$ cat config.mk
export PLATFORM = sky130hd
export DESIGN_NAME = lifo_drain_ctrl
export DESIGN_NICKNAME = d
export VERILOG_FILES = /design/src/rtl/drain_pkg.sv /design/src/rtl/lifo_drain_ctrl.sv
export SDC_FILE = /design/constraint.sdc
export NUM_CORES = 1
export LEC_CHECK = 0
export ABC_AREA = 1
export CAP_MARGIN = 5
export CORE_MARGIN = 5
export CORE_UTILIZATION = 30
export CTS_CLUSTER_SIZE = 40
export DETAILED_ROUTE_END_ITERATION = 10
export PLACE_DENSITY_LB_ADDON = 0.08
export SYNTH_ARGS = -nofsm -noshare
export SYNTH_HDL_FRONTEND = slang
export SYNTH_SLANG_ARGS = --single-unit
$ cat constraint.sdc
create_clock -name clk -period 4.5 [get_ports clk]
set_clock_uncertainty 0.2 [all_clocks]
set_input_delay 0.9 -clock clk [delete_from_list [all_inputs] [get_ports clk]]
set_output_delay 0.9 -clock clk [all_outputs]
set_load 0.005 [all_outputs]
$ cat src/rtl/drain_pkg.sv
// rtl/drain_pkg.sv - shared opcode and drain FSM state types
package drain_pkg;

    typedef enum logic [1:0] {
        OP_IDLE = 2'b00,
        OP_PUSH = 2'b01,
        OP_POP  = 2'b10,
        OP_HOLD = 2'b11
    } opcode_t;

    typedef enum logic [2:0] {
        ST_IDLE,
        ST_ISSUE,
        ST_WAIT,
        ST_HOLD,
        ST_DONE
    } state_t;

    localparam int WAIT_W = 3;

endpackage

$ cat src/rtl/lifo_drain_ctrl.sv
// rtl/lifo_drain_ctrl.sv - pops N words from the stack into a valid/ready output register
module lifo_drain_ctrl
    import drain_pkg::*;
#(
    parameter int DinLENGTH = 32,
    parameter int LIFO_Size = 4,
    parameter int POP_LAT   = 1,
    localparam int CW       = $clog2(LIFO_Size + 1)
) (
    input  logic                 clk,
    input  logic                 reset,
    input  logic                 start,
    input  logic [CW-1:0]        count,
    input  logic                 empty,
    input  logic                 full,
    input  logic [DinLENGTH-1:0] lifo_dout,
    output logic [1:0]           opcode,
    output logic [DinLENGTH-1:0] m_data,
    output logic                 m_valid,
    input  logic                 m_ready,
    output logic                 busy,
    output logic                 busy_full,
    output logic                 done,
    output logic                 underflow
);

    state_t                 state_q, state_d;
    opcode_t                opcode_q, opcode_d;
    logic [CW-1:0]          remaining_q, remaining_d;
    logic [WAIT_W-1:0]      wait_q, wait_d;
    logic                   uflow_q, uflow_d;
    logic [DinLENGTH-1:0]   m_data_q, m_data_d;
    logic                   m_valid_q, m_valid_d;
    logic                   done_q, done_d;
    logic                   underflow_q, underflow_d;
    logic                   busy_full_q;

    always_ff @(posedge clk or posedge reset) begin
        if (reset) begin
            state_q     <= ST_IDLE;
            opcode_q    <= OP_IDLE;
            remaining_q <= '0;
            wait_q      <= '0;
            uflow_q     <= 1'b0;
            m_data_q    <= '0;
            m_valid_q   <= 1'b0;
            done_q      <= 1'b0;
            underflow_q <= 1'b0;
            busy_full_q <= 1'b0;
        end else begin
            state_q     <= state_d;
            opcode_q    <= opcode_d;
            remaining_q <= remaining_d;
            wait_q      <= wait_d;
            uflow_q     <= uflow_d;
            m_data_q    <= m_data_d;
            m_valid_q   <= m_valid_d;
            done_q      <= done_d;
            underflow_q <= underflow_d;
            busy_full_q <= full;
        end
    end

    always_comb begin
        state_d     = state_q;
        opcode_d    = OP_IDLE;
        remaining_d = remaining_q;
        wait_d      = wait_q;
        uflow_d     = uflow_q;
        m_data_d    = m_data_q;
        m_valid_d   = m_valid_q;
        done_d      = 1'b0;
        underflow_d = 1'b0;

        case (state_q)
            ST_IDLE: begin
                if (start) begin
                    if (count != '0) begin
                        remaining_d = count;
                        state_d     = ST_ISSUE;
                    end else begin
                        state_d = ST_DONE;
                    end
                end
            end
            ST_ISSUE: begin
                // The POP was committed into opcode_q on entry; no POP means the stack was empty.
                if (opcode_q != OP_POP) begin
                    uflow_d = 1'b1;
                    state_d = ST_DONE;
                end else begin
                    wait_d  = WAIT_W'(POP_LAT);
                    state_d = ST_WAIT;
                end
            end
            ST_WAIT: begin
                wait_d = wait_q - 1'b1;
                if (wait_q == WAIT_W'(1)) begin
                    m_data_d  = lifo_dout;
                    m_valid_d = 1'b1;
                    state_d   = ST_HOLD;
                end
            end
            ST_HOLD: begin
                if (m_ready) begin
                    m_valid_d   = 1'b0;
                    remaining_d = remaining_q - 1'b1;
                    state_d     = (remaining_q == CW'(1)) ? ST_DONE : ST_ISSUE;
                end
            end
            ST_DONE: begin
                uflow_d = 1'b0;
                state_d = ST_IDLE;
            end
            default: state_d = ST_IDLE;
        endcase

        // Registered opcode: POP is asserted for the whole ISSUE cycle, so decide it on entry.
        if (state_d == ST_ISSUE && !empty) begin
            opcode_d = OP_POP;
        end
        if (state_d == ST_DONE) begin
            done_d      = 1'b1;
            underflow_d = uflow_d;
        end
    end

    assign opcode    = opcode_q;
    assign m_data    = m_data_q;
    assign m_valid   = m_valid_q;
    assign busy      = (state_q != ST_IDLE);
    assign busy_full = busy_full_q;
    assign done      = done_q;
    assign underflow = underflow_q;

endmodule
Yosys cells after proc, flatten, opt, wreduce, memory -nomap -nowiden --
Cells that the tools add are included. W data, S select, Z words.
Storage, ports and cells: input bits 41, output and inout bits 39, word-level logic and storage cells 59, bits in registers 48
Operators by class: reduce and logical (&&, ||, !) cells 12, equal/unequal tests 14, mux-type cells 21, add/subtract/negate cells 2
Operators with widths (number):
- $mux W3 | 10
- $eq A3 B1 Y1 const B | 4
- $ne A2 B2 Y1 const B | 6
- $pmux W3 S2 | 2
- $pmux W3 S4 | 1
- $eq A3 B2 Y1 const B | 2
- $eq A3 B3 Y1 const B | 2
- $reduce_bool A2 Y1 | 3
- $reduce_bool A3 Y1 | 2
- $sub A3 B1 Y3 const B | 2
- $mux W1 | 5
- $pmux W1 S2 | 2
- $reduce_and A2 Y1 | 2
- $reduce_and A4 Y1 | 1
- $logic_not A3 Y1 | 1
- $reduce_and A3 Y1 | 1
- $mux W2 | 1
- $logic_and A1 B1 Y1 | 1
- $logic_not A1 Y1 | 1

Depth between registers and ports, before layout --
Gate-level depths: netlist of the first run.
depth after elaboration 7, depth in mapped cells 9, depth with buffers taken out 9

Least setup slack after synthesis of the first run --
No wires, ideal clock.
kind reg-to-output, start point register state_q[0], end point output busy, path buffers 0, cell stages (with the launch flop) 5, arrival time 0.783 ns, data required time 3.400 ns, setup slack 2.617 ns, cell sequence dfrtp_1 -> inv_1 -> nand2_1 -> nor2_2 -> inv_1
Between the ends: word-level cells in the longest chain between the ends 1
RTL lines:
- start: declaration | RTL line lifo_drain_ctrl.sv:27 | state_t state_q, state_d;
- start signal: assignment | RTL line lifo_drain_ctrl.sv:51 | state_q <= state_d;
- $reduce_bool A3 Y1 | RTL line lifo_drain_ctrl.sv:131 | assign busy = (state_q != ST_IDLE);
- end: declaration | RTL line lifo_drain_ctrl.sv:21 | output logic busy,
Every way passes these cells.

Final worst setup path of the first run --
Same ends and word-level chain as after synthesis.

==> impl_metrics.env, run 1 <==
export IMPL_synth_area_mm2=0.00206
export IMPL_overflow=0
export IMPL_synth_top_area_share=0.572
export IMPL_critPathArrivalTime_ns=1.58
export IMPL_stdcell_area_mm2=0.00298
export IMPL_tns_ns=0
export IMPL_cts_buffers=5
export IMPL_num_antenna_cells=0
export IMPL_clock_sinks=47
export IMPL_grt_pass1_wl_um=8270
export IMPL_yosysTopAreaCell="dfrtp_1"
export IMPL_power_leakage_uw=0.00149
export IMPL_htreeDepth=2
export IMPL_power_density_mw_per_mm2=595
export IMPL_std_cell_rows=30
export IMPL_grt_usage=0.121
export IMPL_cp_end_kind="primary output"
export IMPL_start_util=0.306
export IMPL_holdWs_ns=0.273
export IMPL_cts_setup_buffers=0
export IMPL_clk_path_buf_depth=2
export IMPL_cts_tree="done"
export IMPL_port_buffers=78
export IMPL_io_pins=80
export IMPL_drt_initial_drc_count=78
export IMPL_path_common_cell="inv_1"
export IMPL_crit_type="flip-flop to primary output"
export IMPL_yosysSeqAreaShare=0.572
export IMPL_maxClockFrequency_ghz=0.374
export IMPL_worstSetupStartpointType="flip-flop"
export IMPL_antenna_found_initial=0
export IMPL_syn_nets=293
export IMPL_crit_path_max_fanout=5
export IMPL_maxCapViolations=0
export IMPL_place_area_mm2=0.00288
export IMPL_run_status="complete, no violations"
export IMPL_critical_path_required_ns=3.40
export IMPL_slowest_stage="clkdlybuf4s50_1"
export IMPL_chipWidth_um=92.8
export IMPL_synth_edf_count=0
export IMPL_avgSynthCellArea_um2=8.29
export IMPL_fin_ws_ns=1.82
export IMPL_path_cells="inv_1 > nand2_1 > nor2_2 > inv_1 > clkdlybuf4s50_1"
export IMPL_drcViolationCount=0
export IMPL_postRouteAntennaNets=0
export IMPL_async_flop_share=1.00
export IMPL_vias_per_cell=4.20
export IMPL_fin_crit_ns=2.68
export IMPL_wl_per_cell_um=12.1
export IMPL_hpwl_um=3470
export IMPL_routed_wirelength_um=4910
export IMPL_coreArea_mm2=0.00672
export IMPL_gp_congestion=0.813
export IMPL_yosysMostFrequentCell="nand2_1"
export IMPL_ir_drop_uv=184
export IMPL_die_height_um=92.8
export IMPL_hold_class="flip-flop to flip-flop"
export IMPL_synthTopCellsByCount="nand2_1 (137), dfrtp_1 (47), inv_1 (20)"
export IMPL_total_power_uw=1770
export IMPL_clkLatencyLatePin_ns=0.29
export IMPL_vias=1707
export IMPL_syn_to_final_growth_pct=45.0
export IMPL_synth_cells=248
export IMPL_grt_max_degree=48
export IMPL_synth_seq_cells=47
export IMPL_yosysWarnings=0
export IMPL_fin_crit_sh=0.595
export IMPL_cts_hold_buffers=0
export IMPL_die_area_mm2=0.00861
export IMPL_finalMaxSlewViolations=0
export IMPL_dp_slack_ns=2.12
export IMPL_timing_slew_headroom=0.349
export IMPL_grt_setup_unrepaired="no"
export IMPL_drive_gt1_frac=0.0368
export IMPL_hold_viol=0
export IMPL_cpPeakStageDelay_ns=0.43
export IMPL_cts_root_buf="clkbuf_8"
export IMPL_first_pass_iters=3
export IMPL_synthFlopType="dfrtp_1"
export IMPL_setup_violations=0
export IMPL_cts_resized=0
export IMPL_grt_pass1_vias=1745
export IMPL_clk_pin_slew_worst_paths_ns=0.08
export IMPL_synth_area_leaders="dfrtp_1 (57%), nand2_1 (25%), inv_1 (3.7%), ha_1 (2.4%), nor2_1 (2.2%)"
export IMPL_tightest_slew_ns=0.975
export IMPL_yosysUniqueCellTypes=19
export IMPL_finalNetCount=371
flip-flops by register name, indices dropped and copies added (netlist names):
signal       cells
opcode           1
done             1
remaining_q      3
uflow_q          1
busy_full        1
m_valid          1
wait_q           3
underflow        1
state_q          3
m_data          32
worst max-delay path, delay by kind of cell (launching register included):
| kind | cells | cell delay, ns |
|---|---|---|
| buffers and inverters | 3 | 0.63 |
| flip-flops | 1 | 0.42 |
| AND/OR/NAND/NOR | 2 | 0.22 |
through the flow:
step	instances	utilization
2_1_floorplan	248	-
3_3_place_gp	399	0.428
3_5_place_dp	399	0.428
4_1_cts	406	0.444
5_1_grt	406	0.444
6_report	406	0.444
cell type report:
cell class | count | area, µm²
clock buffer | 6 | 72.6
clock inverter | 1 | 30.0
fill | 690 | 3740
inverter | 22 | 82.6
multi-input combinational | 172 | 738
sequential | 47 | 1180
tap | 80 | 100
timing repair buffer | 78 | 781
kinds of logic (layout without fill, tap and decap cells):
| logic type | Yosys count | count (layout) | share of synthesized area |
|---|---|---|---|
| flip-flops | 47 | 47 | 0.572 |
| XOR/XNOR | 1 | 1 | 0.00426 |
| buffers and inverters | 29 | 107 | 0.0688 |
| AND/OR/NAND/NOR | 159 | 159 | 0.310 |
| adder cells (fa/ha/maj) | 4 | 4 | 0.0243 |
| other | 1 | 1 | 0.00182 |
| AO/OA/AOI/OAI | 7 | 7 | 0.0183 |
path summary, 6_finish.rpt:
kind	startpoint	endpoint	slack, ns	cells past startpoint
max in group asynchronous	reset	wait_q[1]	2.54	2
worst min register to register	m_data[23]	m_data[23]	0.27	2
worst max register to register	wait_q[1]	m_data[25]	2.42	7
min in group asynchronous	reset	m_data[30]	0.95	2
worst max-delay path	state_q[0]	busy	1.82	5
worst min-delay path	m_data[23]	m_data[23]	0.27	2
power by group:
| group | total [µW] | internal (µW) | switching (µW) | leakage, µW |
|---|---|---|---|---|
| clock network | 296 | 163 | 133 | 0.0000513 |
| logic | 761 | 418 | 343 | 0.000910 |
| registers | 716 | 608 | 108 | 0.000529 |
cells in the final DEF, fill, tap and decap left out, drive strengths merged:
cell type        n
bufinv           1
nand3            7
nor2            14
o22ai            2
conb             1
a21oi            1
ha               4
nand2          137
clkdlybuf4s50   78
inv             22
o21ai            4
dfrtp           47
xnor2            1
nor3             1
clkbuf           6
metal layers:
layer	track usage	wire (µm)
met4	0.0513	77
met1	0.149	2150
met2	0.194	2330
met3	0.0382	365
met5	0	0
No activity file was read; power rests on OpenSTA's default activity.
==> run 2, diff against run 1 <==
==> constraint.sdc (replaced) <==
create_clock -name clk -period 2.7 [get_ports clk]
set_clock_uncertainty 0.2 [all_clocks]
set_input_delay 0.54 -clock clk [delete_from_list [all_inputs] [get_ports clk]]
set_output_delay 0.54 -clock clk [all_outputs]
set_load 0.005 [all_outputs]
==> run 2 against run 1 <==
  * Non-clock buffer count grew 2
  * Critical endpoint unchanged
  * Hold slack hardly changed
  * Highest routed layer unchanged
  * Largest power group unchanged
  * Core utilization increased by 0.86 points
  * Die area unchanged
==> impl_metrics.env, run 2 (synthesized netlist as in run 1, its figures left out) <==
export IMPL_htreeDepth=2
export IMPL_place_area_mm2=0.00291
export IMPL_postRouteAntennaNets=0
export IMPL_finalNetCount=373
export IMPL_met3_usage=0.0447
export IMPL_final_common_cell="nand2_1"
export IMPL_hpwl_um=3510
export IMPL_gp_congestion=0.777
export IMPL_power_leakage_uw=0.00152
export IMPL_coreArea_mm2=0.00672
export IMPL_setup_violations=0
export IMPL_cts_buffers=5
export IMPL_cts_setup_buffers=0
export IMPL_grt_setup_unrepaired="no"
export IMPL_use_met2=0.185
export IMPL_cts_hold_buffers=0
export IMPL_tns_ns=0
export IMPL_hold_viol=0
export IMPL_met1_usage=0.150
export IMPL_drive_gt1_frac=0.0456
export IMPL_gr_max_usage_layer="met2"
export IMPL_grt_max_degree=34
export IMPL_grt_pass1_vias=1662
export IMPL_drt_initial_drc_count=70
export IMPL_routed_wirelength_um=4890
export IMPL_power_density_mw_per_mm2=1010
export IMPL_cts_root_buf="clkbuf_8"
export IMPL_fin_crit_ns=2.33
export IMPL_cts_tree="done"
export IMPL_total_power_uw=3070
export IMPL_grt_pass1_wl_um=8160
export IMPL_antenna_found_initial=0
export IMPL_crit_type="flip-flop to primary output"
export IMPL_maxClockFrequency_ghz=0.429
export IMPL_first_pass_iters=4
export IMPL_worstSetupStartpointType="flip-flop"
export IMPL_holdWs_ns=0.273
export IMPL_die_height_um=92.8
export IMPL_tightest_slew_ns=0.578
export IMPL_run_status="complete, no violations"
export IMPL_grt_usage=0.119
export IMPL_fill_cells=676
export IMPL_timing_slew_headroom=0.614
export IMPL_port_buffers=78
export IMPL_num_antenna_cells=0
export IMPL_maxCapViolations=0
export IMPL_clock_sinks=47
export IMPL_clk_path_buf_depth=2
export IMPL_finalMaxSlewViolations=0
export IMPL_wl_per_cell_um=12.0
export IMPL_chipWidth_um=92.8
export IMPL_drcViolationCount=0
export IMPL_critPathArrivalTime_ns=1.59
export IMPL_stdcell_area_mm2=0.00304
export IMPL_hold_class="flip-flop to flip-flop"
export IMPL_critical_path_required_ns=1.96
export IMPL_crit_path_max_fanout=5
export IMPL_cts_resized=0
export IMPL_die_area_mm2=0.00861
export IMPL_overflow=0
export IMPL_ir_drop_uv=335
export IMPL_fin_crit_sh=0.863
export IMPL_largest_register_ffs=32
export IMPL_mostFrequentLayoutCells="nand2_1 (137), clkdlybuf4s50_1 (78), dfrtp_1 (47)"
export IMPL_syn_to_final_growth_pct=47.8
export IMPL_vias=1732
export IMPL_start_util=0.306
export IMPL_clkLatencyLatePin_ns=0.29
export IMPL_clk_pin_slew_worst_paths_ns=0.09
export IMPL_io_pins=80
export IMPL_std_cell_rows=30
export IMPL_vias_per_cell=4.23
export IMPL_cp_end_kind="primary output"
-- run 2: cell type report --
type / count / area, µm² / area share
clock inverter: 2 / 60.1 / 0.0198
clock buffer: 6 / 72.6 / 0.0239
multi-input combinational: 172 / 738 / 0.243
sequential: 47 / 1180 / 0.387
tap: 80 / 100 / 0.0329
inverter: 22 / 82.6 / 0.0272
timing repair buffer: 80 / 808 / 0.266
-- run 2: power breakdown --
part	internal, µW	switching (µW)
Clock	370	235
Sequential	1010	183
Combinational	700	569
-- run 2: critical path, stage by stage, from the launching register on --
cell             delay, ns
dfrtp_1               0.43
inv_1                 0.16
nand2_1               0.09
nor2_2                0.14
inv_1                 0.05
clkdlybuf4s50_1       0.43
-- run 2: per-layer routing --
metal	vias up	wire (µm)
met5	-	0
met4	0	76
met3	6	386
met2	45	2320
met1	782	2110
li1	899	-
-- run 2: final timing paths --
check,from,end,slack [ns],depth (start not counted)
setup / recovery,state_q[0],busy,0.37,5
hold / removal,m_data[25],m_data[25],0.27,2
setup reg to reg,wait_q[1],opcode[1],0.97,7
hold reg to reg,m_data[25],m_data[25],0.27,2
max in group asynchronous,reset,m_data[28],1.36,3
min in group asynchronous,reset,underflow,0.41,2
-- run 2: through the flow --
step | utilization | worst slack [ns] | instances
finish | 0.452 | 0.371 | 409
CTS | 0.452 | 0.350 | 409
global route | 0.452 | 0.251 | 409
floorplan | - | 0.844 | 248
global placement | 0.432 | 0.717 | 401
detailed placement | 0.432 | 0.691 | 401
